$ cat config.mk
export PLATFORM = sky130hd
export DESIGN_NAME = call_return_ctrl_flat
export DESIGN_NICKNAME = d
export VERILOG_FILES = /design/src/rtl/call_return_ctrl_if.sv /design/src/rtl/call_return_ctrl.sv /design/src/flat_wrapper.sv
export SDC_FILE = /design/constraint.sdc
export NUM_CORES = 1
export LEC_CHECK = 0
export BUFFER_PORTS_ARGS = -buffer_cell sky130_fd_sc_hd__buf_2
export CORE_UTILIZATION = 46
export CTS_CLUSTER_DIAMETER = 50
export CTS_CLUSTER_SIZE = 10
export DETAILED_ROUTE_END_ITERATION = 10
export PLACE_DENSITY = 0.91
export SYNTH_ARGS = -nofsm -noshare
export SYNTH_HDL_FRONTEND = slang
export SYNTH_SLANG_ARGS = --single-unit
$ cat constraint.sdc
create_clock -name clk -period 3.9 [get_ports clk]
set_input_delay 0.78 -clock clk [delete_from_list [all_inputs] [get_ports clk]]
set_output_delay 0.78 -clock clk [all_outputs]
set_load 0.02 [all_outputs]
$ cat src/rtl/call_return_ctrl_if.sv
// Bundle between decode/PC/stack and call_return_ctrl.
// master: decode, PC register and stack side; slave: the controller.
interface call_return_ctrl_if;
    logic       call;
    logic       ret;
    logic [7:0] pc;
    logic [7:0] target;
    logic [7:0] stack_data;
    logic       stack_push;
    logic       stack_pop;
    logic [7:0] stack_value;
    logic       pc_load;
    logic [7:0] pc_next;
    logic       busy;
    logic [3:0] depth;
    logic       overflow;
    logic       underflow;

    modport master (
        output call, ret, pc, target, stack_data,
        input  stack_push, stack_pop, stack_value, pc_load, pc_next, busy, depth,
        input  overflow, underflow
    );

    modport slave (
        input  call, ret, pc, target, stack_data,
        output stack_push, stack_pop, stack_value, pc_load, pc_next, busy, depth,
        output overflow, underflow
    );
endinterface

$ cat src/rtl/call_return_ctrl.sv
// CALL/RET control in front of the 15-entry hardware stack: push/pop strobes, PC redirects.
// Define CALL_RET_BYPASS_EN for single-cycle RET (no RET_WB state, busy tied low).
module call_return_ctrl #(
    parameter int unsigned DEPTH       = 15,
    parameter int unsigned INSTR_BYTES = 4
) (
    input logic             clk,
    input logic             rst,
    call_return_ctrl_if.slave bus
);
    localparam logic [3:0] DepthMax = 4'(DEPTH);
    localparam logic [7:0] InstrInc = 8'(INSTR_BYTES);

    logic [3:0] depth_q;
    logic       overflow_q;
    logic       underflow_q;
    logic       idle;

`ifndef CALL_RET_BYPASS_EN
    typedef enum logic [0:0] {StIdle, StRetWb} state_e;
    state_e     state_q;
    logic [7:0] ret_addr_q;

    assign idle = (state_q == StIdle);
`else
    assign idle = 1'b1;
`endif

    logic accept_call;
    logic accept_ret;
    logic call_ok;
    logic ret_ok;

    // CALL wins over a simultaneous RET; the ignored RET raises no flag.
    always_comb begin
        accept_call = idle && bus.call;
        accept_ret  = idle && bus.ret && !bus.call;
        call_ok     = accept_call && (depth_q < DepthMax);
        ret_ok      = accept_ret && (depth_q != 4'd0);
    end

    always_ff @(posedge clk) begin
        if (rst) begin
            depth_q     <= 4'd0;
            overflow_q  <= 1'b0;
            underflow_q <= 1'b0;
`ifndef CALL_RET_BYPASS_EN
            state_q     <= StIdle;
            ret_addr_q  <= 8'h00;
`endif
        end else begin
            if (call_ok) begin
                depth_q <= depth_q + 4'd1;
            end else if (ret_ok) begin
                depth_q <= depth_q - 4'd1;
            end
            if (accept_call && !call_ok) begin
                overflow_q <= 1'b1;
            end
            if (accept_ret && !ret_ok) begin
                underflow_q <= 1'b1;
            end
`ifndef CALL_RET_BYPASS_EN
            if (state_q == StRetWb) begin
                state_q <= StIdle;
            end else if (ret_ok) begin
                ret_addr_q <= bus.stack_data;
                state_q    <= StRetWb;
            end
`endif
        end
    end

    always_comb begin
        bus.stack_push  = 1'b0;
        bus.stack_pop   = 1'b0;
        bus.stack_value = 8'h00;
        bus.pc_load     = 1'b0;
        bus.pc_next     = 8'h00;
        bus.busy        = 1'b0;
        // Strobes are held low while reset is asserted so nothing leaks into the stack.
        if (!rst) begin
            if (call_ok) begin
                bus.stack_push  = 1'b1;
                bus.stack_value = bus.pc + InstrInc;
                bus.pc_load     = 1'b1;
                bus.pc_next     = bus.target;
            end
            if (ret_ok) begin
                bus.stack_pop = 1'b1;
`ifdef CALL_RET_BYPASS_EN
                bus.pc_load   = 1'b1;
                bus.pc_next   = bus.stack_data;
`endif
            end
`ifndef CALL_RET_BYPASS_EN
            if (state_q == StRetWb) begin
                bus.busy    = 1'b1;
                bus.pc_load = 1'b1;
                bus.pc_next = ret_addr_q;
            end
`endif
        end
    end

    assign bus.depth     = depth_q;
    assign bus.overflow  = overflow_q;
    assign bus.underflow = underflow_q;
endmodule

$ cat src/flat_wrapper.sv
// flat-port wrapper written by rule: the top's interface ports become plain ports
module call_return_ctrl_flat 
#(
    parameter int unsigned DEPTH       = 15,
    parameter int unsigned INSTR_BYTES = 4
)
  (clk, rst, bus_call, bus_ret, bus_pc, bus_target, bus_stack_data, bus_stack_push, bus_stack_pop, bus_stack_value, bus_pc_load, bus_pc_next, bus_busy, bus_depth, bus_overflow, bus_underflow);
  call_return_ctrl_if bus_i ();
  input logic clk;
  input logic rst;
  input wire logic [$bits(bus_i.call)-1:0] bus_call;
  input wire logic [$bits(bus_i.ret)-1:0] bus_ret;
  input wire logic [$bits(bus_i.pc)-1:0] bus_pc;
  input wire logic [$bits(bus_i.target)-1:0] bus_target;
  input wire logic [$bits(bus_i.stack_data)-1:0] bus_stack_data;
  output wire logic [$bits(bus_i.stack_push)-1:0] bus_stack_push;
  output wire logic [$bits(bus_i.stack_pop)-1:0] bus_stack_pop;
  output wire logic [$bits(bus_i.stack_value)-1:0] bus_stack_value;
  output wire logic [$bits(bus_i.pc_load)-1:0] bus_pc_load;
  output wire logic [$bits(bus_i.pc_next)-1:0] bus_pc_next;
  output wire logic [$bits(bus_i.busy)-1:0] bus_busy;
  output wire logic [$bits(bus_i.depth)-1:0] bus_depth;
  output wire logic [$bits(bus_i.overflow)-1:0] bus_overflow;
  output wire logic [$bits(bus_i.underflow)-1:0] bus_underflow;
  assign bus_i.call = bus_call;
  assign bus_i.ret = bus_ret;
  assign bus_i.pc = bus_pc;
  assign bus_i.target = bus_target;
  assign bus_i.stack_data = bus_stack_data;
  assign bus_stack_push = bus_i.stack_push;
  assign bus_stack_pop = bus_i.stack_pop;
  assign bus_stack_value = bus_i.stack_value;
  assign bus_pc_load = bus_i.pc_load;
  assign bus_pc_next = bus_i.pc_next;
  assign bus_busy = bus_i.busy;
  assign bus_depth = bus_i.depth;
  assign bus_overflow = bus_i.overflow;
  assign bus_underflow = bus_i.underflow;
  call_return_ctrl #(.DEPTH(DEPTH), .INSTR_BYTES(INSTR_BYTES)) u_core (.clk(clk), .rst(rst), .bus(bus_i));
endmodule
== Word-level counts from Yosys, hierarchy flattened ==
Index checks and enable logic that the tools add are counted.
Operators by class
  add/subtract/negate cells: 3
  multiply operators: 0
  div/mod/pow operators: 0
  order comparisons: 1
  equal/unequal tests: 0
  shift-type cells: 0
  muxes and demuxes: 15
  bitwise operators: 1
  reduce and logical (&&, ||, !) cells: 14
Operators by type and width (number)
  2-to-1 mux 8 bit: 5
  adder 8 x 3 -> 8 bit (second input constant): 1
  2-to-1 mux 1 bit: 8
  2-to-1 mux 4 bit: 2
  logical AND 1 bit: 7
  adder 4 x 1 -> 4 bit (second input constant): 1
  less-than comparator 4 bit (second input constant): 1
  nonzero test 4 bit: 1
  subtractor 4 x 1 -> 4 bit (second input constant): 1
  zero test 1 bit: 3
  AND reduction 2 bit: 1
  nonzero test 2 bit: 1
  OR reduction 2 bit: 1
  NOT 1 bit: 1
Word-level totals
  register bits: 15
  bits in latches: 0
  RAM bits: 0
  ROM bits: 0
  input bits: 28
  output and inout bits: 26
  word-level logic and storage cells: 39
  memories kept: 0

== Logic depth before layout (Yosys ltp) ==
Gate-level depths: netlist of run 1.
  depth in word-level cells: 6
  mapped depth: 9
  mapped depth without buffers: 8

== Worst setup path before layout of run 1 ==
Ideal clock, no wire load.
  path kind: input to output
  start point: input rst
  end point: output bus_stack_value[0]
  arrival: 1.844 ns
  required time: 3.120 ns
  setup slack: 1.276 ns
  stages: 5
  buffers on the path: 2
  cell sequence: clkbuf_1 or3_1 clkbuf_1 inv_2 and2_1
Between the ends
  cells in the longest elaborated chain, start to end: 1
Ends and longest elaborated chain
  start, declared: RTL line flat_wrapper.sv:10  | input logic rst;
  2-to-1 mux 8 bit: RTL line call_return_ctrl.sv:82  | if (!rst) begin
  end, declared: RTL line flat_wrapper.sv:18  | output wire logic [$bits(bus_i.stack_value)-1:0] bus_stack_value;
Every way passes these cells.

== Worst setup path after layout of run 1 ==
  start point: input rst
  end point: output bus_stack_value[3]
The elaborated chain is that of the path after synthesis.

==> impl_metrics.json, run 1 <==
{
  "final_nets": 193,
  "finalMaxSlewViolations": 0,
  "place.gp.congestion": 0.763,
  "r2r-start": "u_core.bus.depth[0]",
  "cts_setup_buffers": 0,
  "yosysWarnings": 0,
  "cts_hold_buf": 0,
  "cts_tree": "done",
  "min_to": "u_core.bus.underflow",
  "timing.fmax_mhz": 367,
  "worstHoldPathCells": 2,
  "grt.total_usage": 0.237,
  "clk_latency_ps": 280,
  "cts_made_buffers": 3,
  "die_h_um": 47.0,
  "slew_headroom": 0.621,
  "gr-total-overflow": 0,
  "n_antenna_cell": 0,
  "core_mm2": 0.00182,
  "switching_share": 0.393,
  "routed-via-count": 955,
  "syn_nets": 141,
  "final_cell_mix": "buf_2 (53), nor2_1 (30), dfxtp_1 (15)",
  "drt-initial-drc-count": 10,
  "worstMarginPinSlew_ps": 564,
  "layoutNonFillerInstCount": 185,
  "vias_per_cell": 5.16,
  "cts_root_buf": "clkbuf_4",
  "crit_path_start_kind": "primary input",
  "combPwrFrac": 0.428,
  "r2r-end": "u_core.bus.depth[3]",
  "antenna_found_initial": 0,
  "synth.avg_cell_area_um2": 8.55,
  "final_common_cell": "buf_2",
  "antenna_left": 0,
  "criticalPathCategory": "primary input to output port",
  "p_seq_frac": 0.398,
  "post-place-ws_ps": 1180,
  "rows": 15,
  "leakage_nw": 0.624,
  "yosys_most_used_dff": "dfxtp_1",
  "hold_path.class": "flop to flop",
  "setup_viol": 0,
  "tns_ps": 0,
  "hold_viol_final": 0,
  "htree_levels": 1,
  "clock_sinks": 15,
  "ios": 54,
  "holdCritStartpoint": "u_core.bus.underflow",
  "drive_above_1_share": 0.400,
  "drc": 0,
  "power_frac_clock": 0.174,
  "dieWidth_um": 47.0,
  "synth_seq_area_share": 0.322,
  "cp-end-kind": "output port",
  "cts_buffer_depth": 2,
  "r2r_cells": 8,
  "powerDensity_mw_per_mm2": 420,
  "rsz0062_at_grt": "false",
  "grt_pass1_vias": 896,
  "synthToLayoutAreaGrowth_pct": 31.7,
  "routed_wl_um": 2300,
  "p_switching_uw": 203,
  "initial_core_util": 0.512,
  "die_area_mm2": 0.00221,
  "synth.ff_latch_count": 15,
  "worstPathMaxFanout": 28,
  "syn_inst": 109,
  "dp_cells": 181,
  "grt_max_degree": 29,
  "synthArstFlopShare": 0,
  "cp_data_arrival_time_ps": 1940,
  "n_fill_cell": 170,
  "status": "finished clean",
  "min_period_ps": 2720,
  "yosysUniqueCellTypes": 32,
  "portBuffers": 53,
  "required_ps": 3120,
  "intPower_uw": 313,
  "clock_skew_ps": 5.03,
  "wl_per_cell_um": 12.4,
  "fin_crit_sh": 0.699,
  "netlist_area_um2": 932,
  "hpwlAfterDp_um": 1790,
  "fin_ws_ps": 1180,
  "max_cap_viol_count": 0,
  "synth-edff-count": 0,
  "max-vdd-ir-drop_uv": 240,
  "cts.clk_slew.worst_paths_ps": 80,
  "grt_pass1_wl_um": 3660,
  "firstDrtPassIters": 4,
  "cts-resized-gates": 0,
  "r2r_slack_ps": 1610
}
-- metrics by stage --
stage / utilization / hold slack (ps) / total power [mW] / cell area, um^2
2_1_floorplan: - / 461 / 0.367 / 932
3_3_place_gp: 0.660 / 444 / 0.418 / 1200
3_5_place_dp: 0.660 / 464 / 0.429 / 1200
4_1_cts: 0.674 / 484 / 0.520 / 1230
5_1_grt: 0.674 / 532 / 0.551 / 1230
6_report: 0.674 / 476 / 0.515 / 1230
-- layout make-up --
class	count	area [um^2]	share of cell area
repair buffers	54	273	0.222
flip-flops and latches	15	300	0.245
multi-input cells	82	578	0.471
well taps	25	31.3	0.0255
inverters	5	18.8	0.0153
clock buffers	4	26.3	0.0214
-- critical path, cell delays in order --
cell,delay (ps)
buf_2,250
or3_1,530
inv_2,110
and2_1,120
buf_2,150
-- power groups by stage --
| stage | logic, mW | clock network (mW) | registers, mW |
|---|---|---|---|
| CTS | 0.222 | 0.0932 | 0.205 |
| finish | 0.221 | 0.0898 | 0.205 |
| floorplan | 0.150 | 0 | 0.217 |
| global route | 0.242 | 0.0997 | 0.209 |
| global placement | 0.212 | 0 | 0.206 |
| detailed placement | 0.221 | 0 | 0.209 |
-- worst max path at each step --
stage,start,end,slack [ps]
CTS,rst,bus_stack_value[3],1180
global route,rst,bus_stack_value[0],1100
global placement,rst,bus_stack_value[0],1230
floorplan,rst,bus_stack_value[0],1280
finish,rst,bus_stack_value[3],1180
detailed placement,rst,bus_stack_value[3],1180
-- cell families (layout without fill, tap and decap cells) --
| group | Yosys count | count (layout) | synth area share |
|---|---|---|---|
| and+or+nand+nor | 46 | 46 | 0.258 |
| AOI/OAI and AO/OA | 15 | 15 | 0.117 |
| DFF | 15 | 15 | 0.322 |
| buffers and inverters | 12 | 63 | 0.0577 |
| muxes | 11 | 11 | 0.128 |
| xor gates and xnor gates | 6 | 6 | 0.0564 |
| adders and majority gates | 4 | 4 | 0.0618 |
-- cells in the mapped netlist, drive strengths merged, types with 2 or more instances --
cell / n / area [um^2]
nor3: 2 / 10.0
inv: 5 / 18.8
mux2i: 10 / 104
dfxtp: 15 / 300
nor2: 31 / 133
xnor2: 4 / 35.0
buf: 2 / 16.3
ha: 3 / 37.5
nand3: 2 / 10.0
and2: 3 / 18.8
a21oi: 3 / 15.0
a22oi: 8 / 60.1
clkbuf: 5 / 18.8
xor2: 2 / 17.5
-- sequential cells by signal, summed over array words and instances (netlist names) --
register	cells
u_core.bus.depth	4
u_core.state_q	1
u_core.bus.underflow	1
u_core.ret_addr_q	8
u_core.bus.overflow	1
-- layer usage --
metal	track usage	up-vias	share of wire	wire (um)
li1	-	471	-	-
met1	0.273	441	0.41	932
met2	0.417	37	0.53	1210
met3	0.0577	6	0.047	107
met4	0.103	0	0.018	41
met5	0	-	0	0
Power figures use the tool's default switching activity.
==> inputs of run 2 (changes only) <==
ABC_AREA = 1   (was unset)
CORE_UTILIZATION = 42   (was 46)
PLACE_DENSITY = 0.85   (was 0.91)
clock period = 2.7 ns   (was 3.9 ns; I/O delays follow)
==> impl_metrics.json, run 2 <==
{
  "clk_latency_ps": 290,
  "r2r_slack_ps": 880,
  "rows": 16,
  "grt_pass1_vias": 1005,
  "initial_core_util": 0.460,
  "cts_hold_buf": 0,
  "regMostFlops": "u_core.ret_addr_q",
  "criticalPathCategory": "flop to output port",
  "largest_reg_flops": 8,
  "synth_top_area_frac": 0.326,
  "gr-total-overflow": 0,
  "cts_buffer_depth": 2,
  "worstMarginPinSlew_ps": 327,
  "switching_share": 0.386,
  "cp-end-kind": "output port",
  "drive_above_1_share": 0.361,
  "fin_util": 0.617,
  "grt.total_usage": 0.216,
  "status": "finished clean",
  "r2r-start": "u_core.bus.depth[0]",
  "cts-resized-gates": 0,
  "cts.clk_slew.worst_paths_ps": 100,
  "grt_pass1_wl_um": 4040,
  "intPower_uw": 386,
  "powerDensity_mw_per_mm2": 509,
  "rsz0062_at_grt": "false",
  "synthToLayoutAreaGrowth_pct": 34.1,
  "portBuffers": 53,
  "synth.ff_latch_count": 15,
  "worstPathMaxFanout": 12,
  "cp_data_arrival_time_ps": 1700,
  "htree_levels": 1,
  "final_common_cell": "buf_2",
  "die_h_um": 48.8,
  "hold_ws_ps": 453,
  "wl_met2_um": 1110,
  "antenna_found_initial": 0,
  "cts_setup_buffers": 0,
  "fin_ws_ps": 461,
  "core_mm2": 0.00200,
  "n_antenna_cell": 0,
  "grt_max_degree": 20,
  "slew_headroom": 0.781,
  "hold_path.class": "flop to flop",
  "max_cap_viol_count": 0,
  "max-vdd-ir-drop_uv": 296,
  "vias_per_cell": 4.72,
  "synthArstFlopShare": 0,
  "die_area_mm2": 0.00238,
  "syn_nets": 168,
  "synth_top_area_cell": "dfxtp_1",
  "ios": 54,
  "clock_sinks": 15,
  "r2r_cells": 11,
  "clock_skew_ps": 4.83,
  "firstDrtPassIters": 4,
  "dp_cells": 214,
  "yosys-top-cells-count": "nand2_1 (21), inv_1 (20), nor2_1 (19), o21ai_0 (19), dfxtp_1 (15)",
  "cts_tree": "done",
  "required_ps": 2160,
  "wl_met3_um": 135,
  "highest_layer": "met4",
  "drt-initial-drc-count": 11,
  "power_frac_clock": 0.213,
  "drt-met1-wl_um": 990,
  "synth-edff-count": 0,
  "routed-via-count": 1029,
  "fin_area_mm2": 0.00123,
  "endpoint": "bus_stack_value[4]",
  "post-place-ws_ps": 562,
  "wl_per_cell_um": 10.3,
  "timing.fmax_mhz": 447,
  "synth.avg_cell_area_um2": 6.77,
  "synth_seq_area_share": 0.326,
  "place.gp.congestion": 0.771,
  "leakage_nw": 0.661,
  "p_seq_frac": 0.424,
  "drc": 0,
  "hpwlAfterDp_um": 1830,
  "power_uw": 628,
  "yosysUniqueCellTypes": 23,
  "p_switching_uw": 242,
  "crit_path_start_kind": "flop",
  "cts_root_buf": "clkbuf_4",
  "r2r-end": "u_core.bus.depth[3]",
  "layoutNonFillerInstCount": 218,
  "yosys_most_used_dff": "dfxtp_1",
  "final_cell_mix": "buf_2 (53), nand2_1 (21), inv_1 (20)",
  "yosysWarnings": 0,
  "tns_ps": 0,
  "synth_area_leaders": "dfxtp_1 (33%), o21ai_0 (10%), nand2_1 (8.6%), inv_1 (8.2%), nor2_1 (7.7%)",
  "finalMaxSlewViolations": 0,
  "routed_wl_um": 2260,
  "hold_viol_final": 0,
  "fin_crit_sh": 0.829,
  "synth.most_common_cell": "nand2_1",
  "netlist_area_um2": 921,
  "final_nets": 224,
  "place_area_mm2": 0.00121,
  "setup_viol": 0,
  "dieWidth_um": 48.8,
  "syn_inst": 136,
  "cp-startpoint": "u_core.bus.depth[2]",
  "combPwrFrac": 0.363,
  "cts_made_buffers": 3,
  "antenna_left": 0,
  "min_period_ps": 2240
}
## run 2: kinds of logic after synthesis
family	count (synthesis)	share of synthesized area
compound gates	38	0.216
xor+xnor	2	0.0190
fa+ha+maj	4	0.0625
buf+inv	25	0.111
flops	15	0.326
simple gates	52	0.265
## run 2: metal layers
metal  global-route usage  up-vias
met5                    0        -
met2                0.396       35
met1                0.235      447
li1                     -      543
met3               0.0561        4
met4               0.0833        0
## run 2: cell type report
class	instances	area (um^2)
sequential	15	300
fill	208	767
clock inverter	1	5.00
multi-input combinational	96	518
tap	27	33.8
clock buffer	3	22.5
timing repair buffer	54	273
inverter	22	82.6
## run 2: how the worst min path moves through the flow
stage	cells after the start	from	endpoint
2_1_floorplan	2	u_core.ret_addr_q[7]	u_core.ret_addr_q[7]
4_1_cts	2	u_core.ret_addr_q[7]	u_core.ret_addr_q[7]
5_1_grt	2	rst	u_core.bus.underflow
6_report	2	u_core.ret_addr_q[4]	u_core.ret_addr_q[4]
3_5_place_dp	2	u_core.ret_addr_q[7]	u_core.ret_addr_q[7]
3_3_place_gp	2	u_core.ret_addr_q[6]	u_core.ret_addr_q[6]
## run 2: power groups by stage
stage          Clock, mW  Sequential, mW  Combinational, mW
2_1_floorplan          0           0.283              0.144
3_3_place_gp           0           0.271              0.218
3_5_place_dp           0           0.272              0.228
4_1_cts            0.137           0.267              0.229
5_1_grt            0.151           0.270              0.256
6_report           0.134           0.267              0.228
## run 2: critical path, cell delays in order, from the launching register on
cell and delay (ps):
dfxtp_1 360, nand2_1 150, nor2_4 70, nor2_4 140, nand2_4 90, inv_2 160, o21ai_0 130, a21oi_1 130
buf_2 170
